`src/rtl/fusiont.sv`:
```
// fusiont: observer for the fused sequence start |=> a ##1 b ##1 c.
// Up to three overlapping attempts are tracked in a one-hot-per-stage
// pipeline (s1: waiting for a, s2: waiting for b, s3: waiting for c).
// Each completed attempt gives a pass pulse and each dropped attempt a fail
// pulse, and both kinds are tallied in saturating counters.
// Optional build macro: FUSIONT_ERR_STICKY_EN adds err_sticky and fail_stage.
module fusiont #(
    parameter int CNT_W = 16
) (
    input  logic             clk,
    input  logic             rst_n,
    input  logic             start,
    input  logic             a,
    input  logic             b,
    input  logic             c,
    output logic             pass,
    output logic             fail,
    output logic             active,
    output logic [CNT_W-1:0] pass_cnt,
    output logic [CNT_W-1:0] fail_cnt
`ifdef FUSIONT_ERR_STICKY_EN
    ,
    output logic             err_sticky,
    output logic [1:0]       fail_stage
`endif
);

    // Adds a 0..3 increment to a counter and clamps at all-ones instead of wrapping.
    function automatic logic [CNT_W-1:0] sat_add(input logic [CNT_W-1:0] cur,
                                                 input logic [1:0]       inc);
        logic [CNT_W+1:0] sum;
        sum = {2'b00, cur} + {{CNT_W{1'b0}}, inc};
        if (sum > {2'b00, {CNT_W{1'b1}}}) begin
            return {CNT_W{1'b1}};
        end else begin
            return sum[CNT_W-1:0];
        end
    endfunction

    logic             s1_q, s1_d;
    logic             s2_q, s2_d;
    logic             s3_q, s3_d;
    logic             pass_q, pass_d;
    logic             fail_q, fail_d;
    logic [CNT_W-1:0] pass_cnt_q, pass_cnt_d;
    logic [CNT_W-1:0] fail_cnt_q, fail_cnt_d;
    logic             f1_s, f2_s, f3_s;
    logic             done_s;
    logic [1:0]       fail_inc_s;

    // Check terms: a stage that sees its input low drops its attempt and flags a failure.
    always_comb begin
        f1_s       = s1_q & ~a;
        f2_s       = s2_q & ~b;
        f3_s       = s3_q & ~c;
        done_s     = s3_q & c;
        fail_inc_s = {1'b0, f1_s} + {1'b0, f2_s} + {1'b0, f3_s};
    end

    // Next state: advance surviving attempts, form the report pulses and counter updates.
    always_comb begin
        s1_d       = start;
        s2_d       = s1_q & a;
        s3_d       = s2_q & b;
        pass_d     = done_s;
        fail_d     = f1_s | f2_s | f3_s;
        pass_cnt_d = sat_add(pass_cnt_q, {1'b0, done_s});
        fail_cnt_d = sat_add(fail_cnt_q, fail_inc_s);
    end

    // State register; reset discards every in-flight attempt without reporting it.
    always_ff @(posedge clk) begin
        if (!rst_n) begin
            s1_q       <= 1'b0;
            s2_q       <= 1'b0;
            s3_q       <= 1'b0;
            pass_q     <= 1'b0;
            fail_q     <= 1'b0;
            pass_cnt_q <= {CNT_W{1'b0}};
            fail_cnt_q <= {CNT_W{1'b0}};
        end else begin
            s1_q       <= s1_d;
            s2_q       <= s2_d;
            s3_q       <= s3_d;
            pass_q     <= pass_d;
            fail_q     <= fail_d;
            pass_cnt_q <= pass_cnt_d;
            fail_cnt_q <= fail_cnt_d;
        end
    end

`ifdef FUSIONT_ERR_STICKY_EN
    logic       err_sticky_q, err_sticky_d;
    logic [1:0] fail_stage_q, fail_stage_d;

    // Sticky error and failing stage; the oldest attempt (highest stage) wins on a tie.
    always_comb begin
        err_sticky_d = err_sticky_q | f1_s | f2_s | f3_s;
        if (f3_s) begin
            fail_stage_d = 2'd3;
        end else if (f2_s) begin
            fail_stage_d = 2'd2;
        end else if (f1_s) begin
            fail_stage_d = 2'd1;
        end else begin
            fail_stage_d = fail_stage_q;
        end
    end

    // Diagnostic registers, cleared only by reset.
    always_ff @(posedge clk) begin
        if (!rst_n) begin
            err_sticky_q <= 1'b0;
            fail_stage_q <= 2'd0;
        end else begin
            err_sticky_q <= err_sticky_d;
            fail_stage_q <= fail_stage_d;
        end
    end

    assign err_sticky = err_sticky_q;
    assign fail_stage = fail_stage_q;
`endif

    assign pass     = pass_q;
    assign fail     = fail_q;
    assign active   = s1_q | s2_q | s3_q;
    assign pass_cnt = pass_cnt_q;
    assign fail_cnt = fail_cnt_q;

endmodule

```
`config.mk`:
```
export PLATFORM = sky130hd
export DESIGN_NAME = fusiont
export DESIGN_NICKNAME = d
export VERILOG_FILES = /design/src/rtl/fusiont.sv
export SDC_FILE = /design/constraint.sdc
export NUM_CORES = 1
export LEC_CHECK = 0
export CORE_ASPECT_RATIO = 0.75
export CORE_MARGIN = 3
export CORE_UTILIZATION = 49
export DETAILED_ROUTE_END_ITERATION = 8
export GPL_ROUTABILITY_DRIVEN = 0
export MAX_ROUTING_LAYER = met4
export PLACE_DENSITY = 0.79
export SYNTH_ARGS = -nofsm -noshare
export SYNTH_HDL_FRONTEND = slang
export SYNTH_SLANG_ARGS = --single-unit
```
`constraint.sdc`:
```
create_clock -name clk -period 3.5 [get_ports clk]
set_input_delay 0.875 -clock clk [delete_from_list [all_inputs] [get_ports clk]]
set_output_delay 0.875 -clock clk [all_outputs]
set_load 0.02 [all_outputs]
```
# Yosys cells after proc, flatten, opt, wreduce, memory -nomap -nowiden
# Index checks and enable logic that the tools add are counted.
dict set report op_classes {
  n_addsub 4
  n_lt_le_gt_ge 2
  n_mux 2
  bitwise_logic 13
}
# operator n
set op_table {}
lappend op_table {{greater-than comparator 17 x 16 -> 1 bit, second input constant} 2}
lappend op_table {{2-to-1 mux 16 bit} 2}
lappend op_table {{adder 16 x 1 -> 17 bit} 1}
lappend op_table {{adder 16 x 2 -> 17 bit} 1}
lappend op_table {{AND 1 bit} 6}
lappend op_table {{bitwise OR 1 bit} 4}
lappend op_table {{inverter 1 bit} 3}
lappend op_table {{adder 1 x 1 -> 2 bit} 1}
lappend op_table {{adder 2 x 1 -> 2 bit} 1}
dict set report totals {
  regBits 37
  in_bits 6
  output_inout_bits 35
  word_cells 28
}

# Depth between registers and ports, before layout
dict set report depth {
  depth_word 7
  ltp_mapped 11
  ltp_nobuf 10
}

# Least setup slack after synthesis
# OpenSTA, ideal clock, no wires.
dict set report synth_path {
  path_kind {input-to-reg}
  startpoint {input a}
  endpoint {register fail_cnt_q[13] (netlist: fail_cnt[13])}
  setup_ns 0.074
  t_arrival_ns 3.193
  required_ns 3.426
  setup_slack_ns 0.233
  stages 11
  n_path_buf 1
  cell_sequence {nand2b_1 > fa_1 > inv_1 > ha_1 > inv_1 > fa_1 > and4b_4 > nand2_4 > or3_4 > buf_6 > a31oi_1}
}
dict set report synth_via {
  elab_chain_len 7
}
# item line_no
set synth_rtl {}
lappend synth_rtl {{start: declaration} 13} ;# input logic a,
lappend synth_rtl {{inverter 1 bit (*)} 53} ;# f1_s = s1_q & ~a;
lappend synth_rtl {{AND 1 bit (*)} 53}
lappend synth_rtl {{adder 1 x 1 -> 2 bit (*)} 57} ;# fail_inc_s = {1'b0, f1_s} + {1'b0, f2_s} + {1'b0, f3_s};
lappend synth_rtl {{adder 2 x 1 -> 2 bit (*)} 57}
lappend synth_rtl {{adder 16 x 2 -> 17 bit (*)} 32} ;# sum = {2'b00, cur} + {{CNT_W{1'b0}}, inc};
lappend synth_rtl {{greater-than comparator 17 x 16 -> 1 bit} 33} ;# if (sum > {2'b00, {CNT_W{1'b1}}}) begin
lappend synth_rtl {{2-to-1 mux 16 bit (*)} 33}
lappend synth_rtl {{end signal: assignment} 80} ;# fail_cnt_q <= {CNT_W{1'b0}};
lappend synth_rtl {{end signal: assignment} 88} ;# fail_cnt_q <= fail_cnt_d;
lappend synth_rtl {{end: declaration} 46} ;# logic [CNT_W-1:0] fail_cnt_q, fail_cnt_d;
# Every way passes the cells marked *; elsewhere a longest branch is shown, timed or not.
# A chain may end at the register's enable or synchronous reset.

# Final worst setup path
dict set report layout_path {
  startpoint {input c}
  endpoint {register fail_cnt_q[15] (netlist: fail_cnt[15])}
}
dict set report layout_via {
  elab_chain_len 6
}
# item line_no
set layout_rtl {}
lappend layout_rtl {{start: declaration} 15} ;# input logic c,
lappend layout_rtl {{inverter 1 bit (*)} 55} ;# f3_s = s3_q & ~c;
lappend layout_rtl {{AND 1 bit (*)} 55}
lappend layout_rtl {{adder 2 x 1 -> 2 bit (*)} 57}
lappend layout_rtl {{adder 16 x 2 -> 17 bit (*)} 32}
lappend layout_rtl {{greater-than comparator 17 x 16 -> 1 bit} 33}
lappend layout_rtl {{2-to-1 mux 16 bit (*)} 33}
# Marked as above.

==> summary.txt <==
Run status
  • Run status: completed

Timing
  • Worst Max-Slew Pin Slew: 0.9654 ns
  • Final critical-path required period: 3.363 ns
  • Final-report setup violation count: 0
  • Slew headroom: 0.3557
  • Final hold viol count: 0
  • Fin worst setup slack: 0.1375 ns
  • Unrepaired setup endpoints after global routing: no
  • Minimum hold slack: 0.5223 ns
  • Share of the clock period used by the worst path after layout: 0.9607
  • Number of max-slew violations in the final report: 0
  • Max Fclk: 0.2974 GHz
  • Final worst clock skew: 0.001574 ns

Logic synthesis
  • Dominant register cell in the synthesized netlist: dfxtp_1
  • EDFF count, synth: 0
  • Post-synth ARST share: 0
  • Post-synth top area share: 0.4268
  • Library cell with the largest summed area after synthesis: dfxtp_1
  • Netlist Area Pre-Place: 0.001735 mm²
  • Count of state elements after synthesis: 37
  • Yosys cell types: 43
  • Synthesized netlist cell count: 185
  • Proportion of synthesized chip area in sequential cells: 0.4268
  • Syn Area/Cell: 9.381 µm²
  • Synth Net Count: 197
  • Warnings, synthesis: 0
  • Leading cell types by total area after synthesis: dfxtp_1 43%, a21oi_1 7.8%, xnor2_1 5.0%, xor2_1 4.5%, ha_1 2.9%

Worst setup path
  • Critical Path Fanout Max: 4
  • Type of destination of the critical path: register
  • Critical register-to-register path endpoint: fail_cnt[15]$_SDFF_PN0_
  • Depth of the worst register-to-register path: 11
  • Endpoint arrival time on the critical path: 3.55 ns
  • Required time worst endpoint: 3.69 ns
  • Type of the worst setup path: in2reg
  • Flop2flop setup slack: 0.87 ns
  • CP startpoint kind: input port
  • Reg-to-Reg Start: s1_q$_SDFF_PN0_

Cells and area
  • Most used cells in the layout excluding fill and tap cells: 40 x clkdlybuf4s50_1, 37 x dfxtp_1, 27 x a21oi_1
  • Number of antenna repair diodes: 0
  • Post-layout net count: 244
  • Filler Cell Count: 259
  • Fraction of final layout cells with drive strength greater than 1: 0.1164
  • Final standard cell area without fillers: 0.002312 mm²
  • Leading cell type in the layout, fill and taps excluded: clkdlybuf4s50_1
  • Area grow syn2layout: 33.24%

Floorplanning
  • DIE HEIGHT: 57.54 µm
  • Core Region: 0.003333 mm²
  • Area of the die: 0.004299 mm²
  • Number of top-level pins: 41
  • Number of placement rows: 18
  • Initial Utilization: 0.5206
  • DIE WIDTH: 74.72 µm

Hold path
  • Worst Hold Launch: s2_q$_SDFF_PN0_
  • Hold Path Cell Cnt: 1
  • Hold path endpoint: s3_q$_SDFF_PN0_
  • Min-Delay Path Class: reg2reg

Route
  • Vias after detailed routing: 1552
  • First-pass iteration count of the detailed router: 4
  • Routed wirelength normalized by instance count: 14.92 µm
  • Number of DRC markers after the initial detailed-route iteration: 93
  • Antenna violation net count after detailed routing: 0
  • DRC violations left: 0
  • Via density per instance: 5.706
  • Total wire length: 4058 µm

Clock network
  • Maximum level of the CTS H-tree: 2
  • Number of sinks driven by the clock tree: 37
  • Count of buffers added by post-CTS timing repair for setup: 0
  • Clock buffer depth: 2
  • Clock root buffer: clkbuf_8
  • Clock-pin slew on the worst setup and hold paths: 0.07 ns
  • Clk Latency, worst-skew pair: 0.28 ns
  • Number of clock buffers inserted by TritonCTS: 5
  • CTS tree: done

Job
  • Max capacitance violation total: 0

Power and ir drop
  • Fraction of power spent switching nets: 0.2077
  • Clock network fraction of total power: 0.390
  • P_sw: 0.1560 mW
  • Sequential fraction of design power: 0.567
  • Comb power frac: 0.043
  • Final Total Pwr: 0.7512 mW
  • Cell internal power dissipation: 0.5952 mW
  • Worst VDD drop: 0.0002311 V
  • Static leakage: 0.8497 nW
  • Power per cell area: 324.9 mW/mm²

Global routing
  • Grt ovf: 0
  • Via count of the first global-routing pass: 1485
  • Wire length of the first global-routing pass: 6713 µm
  • Pin count of the biggest net entering global routing: 32
  • Number of antenna violations at the first check in global routing: 0
  • GRT Total Usage: 0.2089

Placed design
  • DP HPWL: 2809 µm
  • Post-place instance area: 0.002188 mm²
  • Worst setup slack after placement: -0.2632 ns
  • Quantity of I/O buffers inserted on ports: 40
==> sequential cells by signal, indices dropped and copies added, names as in the netlist <==
signal / flops
fail_cnt: 16
pass_cnt: 16
fail: 1
pass: 1
s1_q: 1
s2_q: 1
s3_q: 1
==> power by group through the flow <==
stage,Clock (mW),Sequential [mW],Combinational (mW)
detailed placement,0,0.435,0.0304
global placement,0,0.435,0.0301
floorplan,0,0.437,0.0138
CTS,0.299,0.426,0.0306
global route,0.319,0.426,0.0354
finish,0.293,0.426,0.0319
==> per-layer routing <==
metal	share of wire	GRT usage
met5	0	-
met4	0.013	0.06599
met3	0.055	0.06162
met2	0.44	0.3066
met1	0.49	0.2765
==> Yosys cell counts, types with 2 or more instances <==
library cell and count:
o21ai_0 2, a21oi_1 27, fa_1 2, nand3_1 9
nand2_1 10, nor2b_1 4, a31oi_1 3, xor2_1 9
clkbuf_1 3, or3_1 3, a311oi_1 2, nand4_1 5
nor3_1 5, xnor2_1 10, nor2_1 4, and3_1 6
inv_1 10, dfxtp_1 37, and2_1 3, and4_1 3
ha_1 4, nand2b_1 3
==> stage by stage <==
stage	cells	util	setup TNS (ns)
finish	272	0.6937	0
global route	272	0.6937	0
CTS	271	0.6824	0
detailed placement	264	0.6565	-3.718
global placement	264	0.6565	-2.415
floorplan	185	-	0
==> cells by family after synthesis <==
group	count (synthesis)	share of synthesized area
compound gates	39	0.1283
xor+xnor	19	0.09589
fa+ha+maj	6	0.05191
buf+inv	16	0.04182
flops	37	0.4268
mux	1	0.005768
simple gates	67	0.2495
==> layout make-up <==
type / instances / area, µm² / share of cell area
flip-flops and latches: 37 / 740.7 / 0.3203
repair buffers: 45 / 437.9 / 0.1894
inverters: 10 / 37.54 / 0.01623
well taps: 40 / 50.05 / 0.02164
clock buffers: 7 / 86.33 / 0.03734
multi-input cells: 133 / 959.7 / 0.4150
==> worst max-delay path by stage <==
| stage | start | endpoint | slack (ns) | cells past startpoint |
|---|---|---|---|---|
| CTS | c | fail_cnt[8]$_SDFF_PN0_ | 0.01 | 11 |
| floorplan | a | fail_cnt[13]$_SDFF_PN0_ | 0.23 | 11 |
| detailed placement | c | fail_cnt[11]$_SDFF_PN0_ | -0.26 | 11 |
| global placement | a | fail_cnt[0]$_SDFF_PN0_ | -0.18 | 11 |
| finish | c | fail_cnt[15]$_SDFF_PN0_ | 0.14 | 12 |
| global route | c | fail_cnt[15]$_SDFF_PN0_ | 0.04 | 12 |
==> critical path, stage by stage <==
cell and delay (ns):
clkdlybuf4s50_1 0.50, nand2b_4 0.14, fa_1 0.40, inv_1 0.07
ha_2 0.19, inv_1 0.06, fa_2 0.33, and4b_4 0.35
nand2_4 0.07, buf_4 0.14, and2_2 0.19, a311oi_2 0.24
==> what timing repair did <==
item	4_1_cts	5_1_grt
gates resized for setup	0	6
hold buffers	0	0
setup endpoints to repair	0	14
Power figures use the tool's default switching activity.
